--- src/rtl/operand_fetch_stage_pkg.sv ---
// rtl/operand_fetch_stage_pkg.sv - shared core types and constants for operand fetch
package operand_fetch_stage_pkg;

    localparam int XLEN   = 32;
    localparam int CTRL_W = 16;

    localparam logic [4:0] REG_X0 = 5'd0;

    typedef enum logic [1:0] {
        FWD_RF,
        FWD_WB,
        FWD_MEM,
        FWD_EX
    } fwd_sel_t;

endpackage

--- src/rtl/operand_fetch_stage_bypass_mux.sv ---
// rtl/operand_fetch_stage_bypass_mux.sv - per-operand bypass select and hazard detect
// Bypass network present only when OPERAND_FORWARDING_EN is defined.
module operand_bypass_mux #(
    parameter int XLEN = operand_fetch_stage_pkg::XLEN
) (
    input  logic [4:0]      rs,
    input  logic            use_rs,
    input  logic [XLEN-1:0] rf_data,
    input  logic [4:0]      ex_rd,
    input  logic [4:0]      mem_rd,
    input  logic [4:0]      wb_rd,
    input  logic            ex_regwrite,
    input  logic            mem_regwrite,
    input  logic            wb_regwrite,
    input  logic            ex_is_load,
    input  logic [XLEN-1:0] ex_result,
    input  logic [XLEN-1:0] mem_result,
    input  logic [XLEN-1:0] wb_data,
    output logic [XLEN-1:0] value,
    output logic            hazard
);
    import operand_fetch_stage_pkg::*;

    logic     src_live;
    logic     match_ex;
    logic     match_mem;
    logic     match_wb;
    fwd_sel_t sel;

    assign src_live  = use_rs && (rs != REG_X0);
    assign match_ex  = src_live && ex_regwrite  && (ex_rd  == rs);
    assign match_mem = src_live && mem_regwrite && (mem_rd == rs);
    assign match_wb  = src_live && wb_regwrite  && (wb_rd  == rs);

`ifdef OPERAND_FORWARDING_EN
    always_comb begin
        sel = FWD_RF;
        if (match_ex)
            sel = FWD_EX;
        else if (match_mem)
            sel = FWD_MEM;
        else if (match_wb)
            sel = FWD_WB;
    end

    // Only a load in EX lacks its result in time; everything else can bypass.
    assign hazard = match_ex && ex_is_load;

    always_comb begin
        value = rf_data;
        if (rs == REG_X0)
            value = '0;
        else begin
            case (sel)
                FWD_EX:  value = ex_result;
                FWD_MEM: value = mem_result;
                FWD_WB:  value = wb_data;
                default: value = rf_data;
            endcase
        end
    end
`else
    logic unused_fwd;

    assign sel        = FWD_RF;
    assign hazard     = match_ex || match_mem || match_wb;
    assign unused_fwd = ^{ex_is_load, ex_result, mem_result, wb_data, sel};

    always_comb begin
        value = rf_data;
        if (rs == REG_X0)
            value = '0;
    end
`endif

endmodule

--- src/rtl/operand_fetch_stage.sv ---
// rtl/operand_fetch_stage.sv - operand fetch, hazard resolution and ID/EX register
// Bypassing is enabled by defining OPERAND_FORWARDING_EN.
module operand_fetch_stage #(
    parameter int XLEN   = operand_fetch_stage_pkg::XLEN,
    parameter int CTRL_W = operand_fetch_stage_pkg::CTRL_W
) (
    input  logic              clk,
    input  logic              rst,
    input  logic              in_valid,
    output logic              in_ready,
    input  logic [XLEN-1:0]   in_pc,
    input  logic [XLEN-1:0]   in_imm,
    input  logic [4:0]        in_rs1,
    input  logic [4:0]        in_rs2,
    input  logic [4:0]        in_rd,
    input  logic              in_use_rs1,
    input  logic              in_use_rs2,
    input  logic [CTRL_W-1:0] in_ctrl,
    input  logic              flush,
    output logic [4:0]        rf_rs1_addr,
    output logic [4:0]        rf_rs2_addr,
    input  logic [XLEN-1:0]   rf_rs1_data,
    input  logic [XLEN-1:0]   rf_rs2_data,
    input  logic [4:0]        ex_rd,
    input  logic [4:0]        mem_rd,
    input  logic [4:0]        wb_rd,
    input  logic              ex_regwrite,
    input  logic              mem_regwrite,
    input  logic              wb_regwrite,
    input  logic              ex_is_load,
    input  logic [XLEN-1:0]   ex_result,
    input  logic [XLEN-1:0]   mem_result,
    input  logic [XLEN-1:0]   wb_data,
    output logic              out_valid,
    input  logic              out_ready,
    output logic [XLEN-1:0]   out_pc,
    output logic [XLEN-1:0]   out_imm,
    output logic [XLEN-1:0]   out_op1,
    output logic [XLEN-1:0]   out_op2,
    output logic [4:0]        out_rd,
    output logic [CTRL_W-1:0] out_ctrl
);
    import operand_fetch_stage_pkg::*;

    logic            advance;
    logic            hazard_stall;
    logic            hazard1;
    logic            hazard2;
    logic            load;
    logic [XLEN-1:0] op1;
    logic [XLEN-1:0] op2;

    assign rf_rs1_addr = in_rs1;
    assign rf_rs2_addr = in_rs2;

    operand_bypass_mux #(.XLEN(XLEN)) u_mux_rs1 (
        .rs(in_rs1), .use_rs(in_use_rs1), .rf_data(rf_rs1_data),
        .ex_rd(ex_rd), .mem_rd(mem_rd), .wb_rd(wb_rd),
        .ex_regwrite(ex_regwrite), .mem_regwrite(mem_regwrite), .wb_regwrite(wb_regwrite),
        .ex_is_load(ex_is_load), .ex_result(ex_result), .mem_result(mem_result),
        .wb_data(wb_data), .value(op1), .hazard(hazard1)
    );

    operand_bypass_mux #(.XLEN(XLEN)) u_mux_rs2 (
        .rs(in_rs2), .use_rs(in_use_rs2), .rf_data(rf_rs2_data),
        .ex_rd(ex_rd), .mem_rd(mem_rd), .wb_rd(wb_rd),
        .ex_regwrite(ex_regwrite), .mem_regwrite(mem_regwrite), .wb_regwrite(wb_regwrite),
        .ex_is_load(ex_is_load), .ex_result(ex_result), .mem_result(mem_result),
        .wb_data(wb_data), .value(op2), .hazard(hazard2)
    );

    assign advance      = !out_valid || out_ready;
    assign hazard_stall = hazard1 || hazard2;
    // A flush swallows the incoming instruction, so it is always "accepted".
    assign in_ready     = flush || (advance && !hazard_stall);
    assign load         = advance && in_valid && in_ready && !flush;

    always_ff @(posedge clk or negedge rst) begin
        if (!rst) begin
            out_valid <= 1'b0;
            out_pc    <= '0;
            out_imm   <= '0;
            out_op1   <= '0;
            out_op2   <= '0;
            out_rd    <= '0;
            out_ctrl  <= '0;
        end else if (flush) begin
            out_valid <= 1'b0;
        end else if (advance) begin
            out_valid <= load;
            if (load) begin
                out_pc   <= in_pc;
                out_imm  <= in_imm;
                out_op1  <= op1;
                out_op2  <= op2;
                out_rd   <= in_rd;
                out_ctrl <= in_ctrl;
            end
        end
    end

endmodule

--- config.mk ---
export PLATFORM = sky130hd
export DESIGN_NAME = operand_fetch_stage
export DESIGN_NICKNAME = d
export VERILOG_FILES = /design/src/rtl/operand_fetch_stage_pkg.sv /design/src/rtl/operand_fetch_stage_bypass_mux.sv /design/src/rtl/operand_fetch_stage.sv
export SDC_FILE = /design/constraint.sdc
export NUM_CORES = 1
export LEC_CHECK = 0
export ABC_CLOCK_PERIOD_IN_PS = 3600
export CORE_AREA = 5 5 168 170
export CTS_BUF_LIST = sky130_fd_sc_hd__clkbuf_4
export CTS_CLUSTER_SIZE = 14
export DETAILED_ROUTE_END_ITERATION = 7
export DIE_AREA = 0 0 173 175
export GPL_TIMING_DRIVEN = 1
export HOLD_SLACK_MARGIN = 0.03
export SLEW_MARGIN = 20
export SYNTH_ARGS = -nofsm -noshare
export SYNTH_HDL_FRONTEND = slang
export SYNTH_HIERARCHICAL = 1
export SYNTH_SLANG_ARGS = --single-unit
--- constraint.sdc ---
create_clock -name clk -period 3.6 [get_ports clk]
set_input_delay 0.72 -clock clk [delete_from_list [all_inputs] [get_ports clk]]
set_output_delay 0.72 -clock clk [all_outputs]
set_load 0.05 [all_outputs]
* Word level (Yosys, flattened, before mapping)
Cells that the tools add are included.
** Operators by class
- Eq/ne operators :: 6
- Multiplexer cells :: 4
- Bitwise logic cells :: 1
- Reductions and logical operators :: 34
** Operators with widths (count)
- 32-bit two-way mux :: 2
- 5-bit equality test :: 6
- 1-bit logical AND :: 18
- 5-bit logical NOT :: 2
- 5-bit nonzero test :: 2
- 1-bit logical OR :: 7
- 1-bit logical NOT :: 3
- 3-bit AND reduction :: 1
- 1-bit two-way mux :: 2
- 2-bit nonzero test :: 1
- 1-bit NOT :: 1
** Storage, ports and cells
- Bits in registers :: 150
- Input bits :: 281
- Output and inout bits :: 161
- Logic and storage cells :: 52

* Logic depth before layout (Yosys ltp)
- Depth after elaboration :: 14
- Depth in mapped cells :: 9

* Cells and area by module
Netlist, hierarchy kept.
** Modules (own cells, without submodules)
- operand_fetch_stage :: instances 1, cells an instance 330, area an instance 6067.1 sq um
- operand_bypass_mux :: instances 2, cells an instance 60, area an instance 421.7 sq um

* Worst setup path before layout
No wires, ideal clock.
- Kind :: input to output
- From :: input in_rs2[0]
- To :: output in_ready
- Data arrival time :: 1.998 ns
- Slack :: 0.882 ns
- Stages :: 5
- Buffers on the path :: 0
- Cells stage by stage :: or4_4 -> o21ai_0 -> a31oi_1 -> nor2_2 -> a21o_1
** Between the ends
- Word-level cells in the longest chain between the ends :: 10
- Elaborated cells between the ends (all ways) :: 17
- Those cells by class :: eq/ne: 3; reduce/logical: 14
** RTL lines
- start, declared :: RTL line operand_fetch_stage.sv:14 : input logic [4:0] in_rs2,
- 5-bit nonzero test :: RTL line operand_fetch_stage_bypass_mux.sv:30 : assign src_live = use_rs && (rs != REG_X0);
- 1-bit logical AND :: RTL line operand_fetch_stage_bypass_mux.sv:30
- 1-bit logical AND (on tied branches) (2 in series) :: RTL line operand_fetch_stage_bypass_mux.sv:31, operand_fetch_stage_bypass_mux.sv:32
- 1-bit logical OR :: RTL line operand_fetch_stage_bypass_mux.sv:66 : assign hazard = match_ex || match_mem || match_wb;
- 1-bit logical OR (*) :: RTL line operand_fetch_stage_bypass_mux.sv:66
- via hazard2 :: RTL line operand_fetch_stage.sv:48 : logic hazard2;
- 1-bit logical OR (*) :: RTL line operand_fetch_stage.sv:73 : assign hazard_stall = hazard1 || hazard2;
- 1-bit logical NOT (*) :: RTL line operand_fetch_stage.sv:75 : assign in_ready = flush || (advance && !hazard_stall);
- 1-bit logical AND (*) :: RTL line operand_fetch_stage.sv:75
- 1-bit logical OR (*) :: RTL line operand_fetch_stage.sv:75
- end, declared :: RTL line operand_fetch_stage.sv:10 : output logic in_ready,
Mark *: on every way through the listed nets, which the timed path passes. The rest lies on a longest branch.

* Final worst setup path
- From :: input in_rs1[3]
- To :: output in_ready
** Between the ends
- Word-level cells in the longest chain between the ends :: 10
- Elaborated cells between the ends (all ways) :: 17
- Those cells by class :: eq/ne: 3; reduce/logical: 14
** RTL lines
- start, declared :: RTL line operand_fetch_stage.sv:13 : input logic [4:0] in_rs1,
- 5-bit nonzero test :: RTL line operand_fetch_stage_bypass_mux.sv:30
- 1-bit logical AND :: RTL line operand_fetch_stage_bypass_mux.sv:30
- 1-bit logical AND (on tied branches) (2 in series) :: RTL line operand_fetch_stage_bypass_mux.sv:31, operand_fetch_stage_bypass_mux.sv:32
- 1-bit logical OR :: RTL line operand_fetch_stage_bypass_mux.sv:66
- 1-bit logical OR (*) :: RTL line operand_fetch_stage_bypass_mux.sv:66
- via hazard1 :: RTL line operand_fetch_stage.sv:47 : logic hazard1;
- 1-bit logical OR (*) :: RTL line operand_fetch_stage.sv:73
- 1-bit logical NOT (*) :: RTL line operand_fetch_stage.sv:75
- 1-bit logical AND (*) :: RTL line operand_fetch_stage.sv:75
- 1-bit logical OR (*) :: RTL line operand_fetch_stage.sv:75
Marks and branches as above.

==> results.py <==
metrics = {
    "run_status": {
        "run_status": "finished, final reports clean",
    },
    "clock_network": {
        "clockBufferDepth": 2,
        "tritoncts": "yes",
        "cts_inserted_buffers": 17,
        "cts_setup_buffers": 0,
        "cts_resized": 0,
        "clkLatencyLatePin_ns": 0.53,
        "cts_root_buffer": "clkbuf_4",
        "h-tree-depth": 4,
        "path_clk_slew_ns": 0.17,
        "clock_sinks": 150,
        "cts.hold.buffers_added": 0,
    },
    "place": {
        "gp_congestion": 0.7606,
        "io_buffers": 344,
        "place_ws_ns": 0.1255,
        "dp_hpwl_mm": 15.51,
    },
    "timing": {
        "whs_ns": 0.1453,
        "fmax_mhz": 293.1,
        "rsz0062_at_grt": "false",
        "tightest_slew_ns": 0.6155,
        "tns_ns": 0,
        "finalCriticalPeriod_ns": 3.412,
        "relSlewSlack": 0.5896,
        "final.period_utilization": 0.9479,
        "setup_viol": 0,
        "maxSlewViolCount": 0,
        "report.final.hold_viol_count": 0,
        "worst_slack_ns": 0.1877,
        "fin_skew_ns": 0.01962,
    },
    "power": {
        "ir_drop_mv": 0.2417,
        "power_density_nw_per_um2": 563.0,
        "leakagePower_uw": 0.004811,
    },
    "detailed_routing": {
        "routed-via-count": 4828,
        "top_layer_used": "met4",
        "wirelength_mm": 20.55,
        "final_antenna_net_count": 0,
        "drt-met1-wl_mm": 8.578,
        "route.met3.wl_mm": 1.681,
        "dr.pass1.iters": 6,
        "wl_per_cell_microns": 17.82,
        "vias_per_cell": 4.187,
        "met2_length_mm": 9.751,
        "drc": 0,
        "drt_iter0_drc": 178,
    },
    "floorplan": {
        "die_y_microns": 175,
        "start_util": 0.2600,
        "ios": 442,
        "core_area_sq_um": 26580,
        "std_cell_rows": 60,
        "die_w_microns": 173,
        "die_area_sq_um": 30280,
    },
    "finish": {
        "drive_gt1_frac": 0.2540,
        "postLayoutCoreUtil": 0.4150,
        "fin_nets": 1079,
        "syn_to_final_growth_pct": 59.59,
        "multi_input_area_sq_um": 2897,
        "regArea_sq_um": 3754,
        "nFillCells": 2550,
    },
    "worst_hold_path": {
        "hold_class": "in -> async",
    },
    "synth": {
        "ys_ff_latch": 150,
        "synth-edff-count": 0,
        "syn_nets": 731,
        "synth_area_leader_cell": "dfrtp_1",
        "syn_area_sq_um": 6910,
        "synth_flop_cell": "dfrtp_1",
        "yosysWarningCount": 6,
        "synth.distinct_cells": 19,
        "synth_common_cells": "150 x dfrtp_1, 99 x mux2_4, 64 x nor2b_1",
        "synth_top_cell_area_share": 0.5432,
        "yosysMostFrequentCell": "dfrtp_1",
        "syn_avg_cell_area_sq_um": 15.36,
        "synth-async-reset-ratio": 1.000,
        "synthCells": 450,
        "ys_seq_area_frac": 0.5432,
        "synth_area_leaders": "dfrtp_1 54%, mux2_4 22%, mux2_2 8.1%",
    },
    "setup_path": {
        "crit_path_start_kind": "input pin",
        "ff2ff_path_depth": 5,
        "path_max_fanout": 5,
        "required_ns": 2.88,
        "r2r-start": "out_valid",
        "crit_type": "in -> out",
        "end_kind": "output port",
        "arrival_ns": 2.69,
        "r2r_end": "out_op1[11]",
        "r2r_slack_ns": 2.01,
    },
    "job": {
        "drv_cap": 0,
    },
    "global_routing": {
        "grt_usage": 0.1341,
        "antenna_found_initial": 1,
        "grt_pass1_wl_mm": 31.71,
        "grt-ovfl-total": 0,
        "grt_max_degree": 67,
        "first_global_vias": 5347,
    },
}
## sequential cells by signal, summed over array words and instances, names as in the netlist
name,flops
out_op1,32
out_ctrl,16
out_valid,1
out_imm,32
out_rd,5
out_op2,32
out_pc,32
## cells by family (layout without fill, tap and decap cells)
| group | count (synthesis) | in the layout | share of synthesized area |
|---|---|---|---|
| simple gates | 83 | 83 | 0.07822 |
| buf+inv | 32 | 393 | 0.03893 |
| mux | 149 | 149 | 0.2966 |
| xor+xnor | 30 | 30 | 0.03802 |
| compound gates | 6 | 6 | 0.005069 |
| other cells | 0 | 1 | 0 |
| flops | 150 | 150 | 0.5432 |
## where the power goes
group	switching [uW]	total, uW	internal [uW]	leakage (uW)
Sequential	185	2210	2030	0.00177
Clock	703	1000	298	0.000122
Combinational	1750	2990	1240	0.00292
Total	2640	6210	3570	0.00481
## critical path: stages
cell and delay, ns:
clkdlybuf4s50_1 0.59, xor2_1 0.25, nor4_1 0.35, nand3_1 0.13, a31oi_1 0.22, nor2_2 0.08, a21o_1 0.21, buf_12 0.15
## per-stage QoR
stage               cells  cell area [sq um]  power [uW]
floorplan             450               6910        4114
global placement     1120              10770        5240
detailed placement   1120              10770        5266
CTS                  1152              11020        6322
global route         1153              11030        6513
finish               1153              11030        6208
## how the worst max path moves through the flow
stage	start	endpoint	slack, ns	cells after the start
after floorplan	in_rs2[0]	in_ready	0.88	5
after global placement	in_rs1[0]	out_imm[6]	0.13	10
after detailed placement	in_rs1[0]	out_imm[6]	0.13	10
after CTS	in_rs1[0]	in_ready	0.14	8
after global routing	in_rs2[0]	in_ready	0.10	7
final	in_rs1[3]	in_ready	0.19	8
## area by class of cell
cell class                 count  area share
timing repair buffer         361      0.3353
tap                          341     0.03869
clock inverter                14     0.01055
clock buffer                  18     0.01225
multi-input combinational    268      0.2626
sequential                   150      0.3404
antenna                        1   0.0002269
## routing by layer
metal  vias up  track usage
li1       2233            -
met4         0      0.04922
met1      2329       0.1573
met5         -            0
met3        31      0.05301
met2       235       0.2233
## layout by cell type, fill, tap and decap left out, drive strengths merged
cell           count
clkdlybuf4s50    341
dfrtp            150
mux2             149
nor2b             64
xor2              24
buf               19
clkbuf            18
clkinvlp           6
nor4               6
xnor2              6
nand3              6
inv                6
o21ai              3
nor2               3
or4                2
a31oi              2
clkinv             2
diode              1
nand2b             1
a21o               1
nand4b             1
dlymetal6s2s       1
Note: power is estimated with default switching activity, not from simulation.
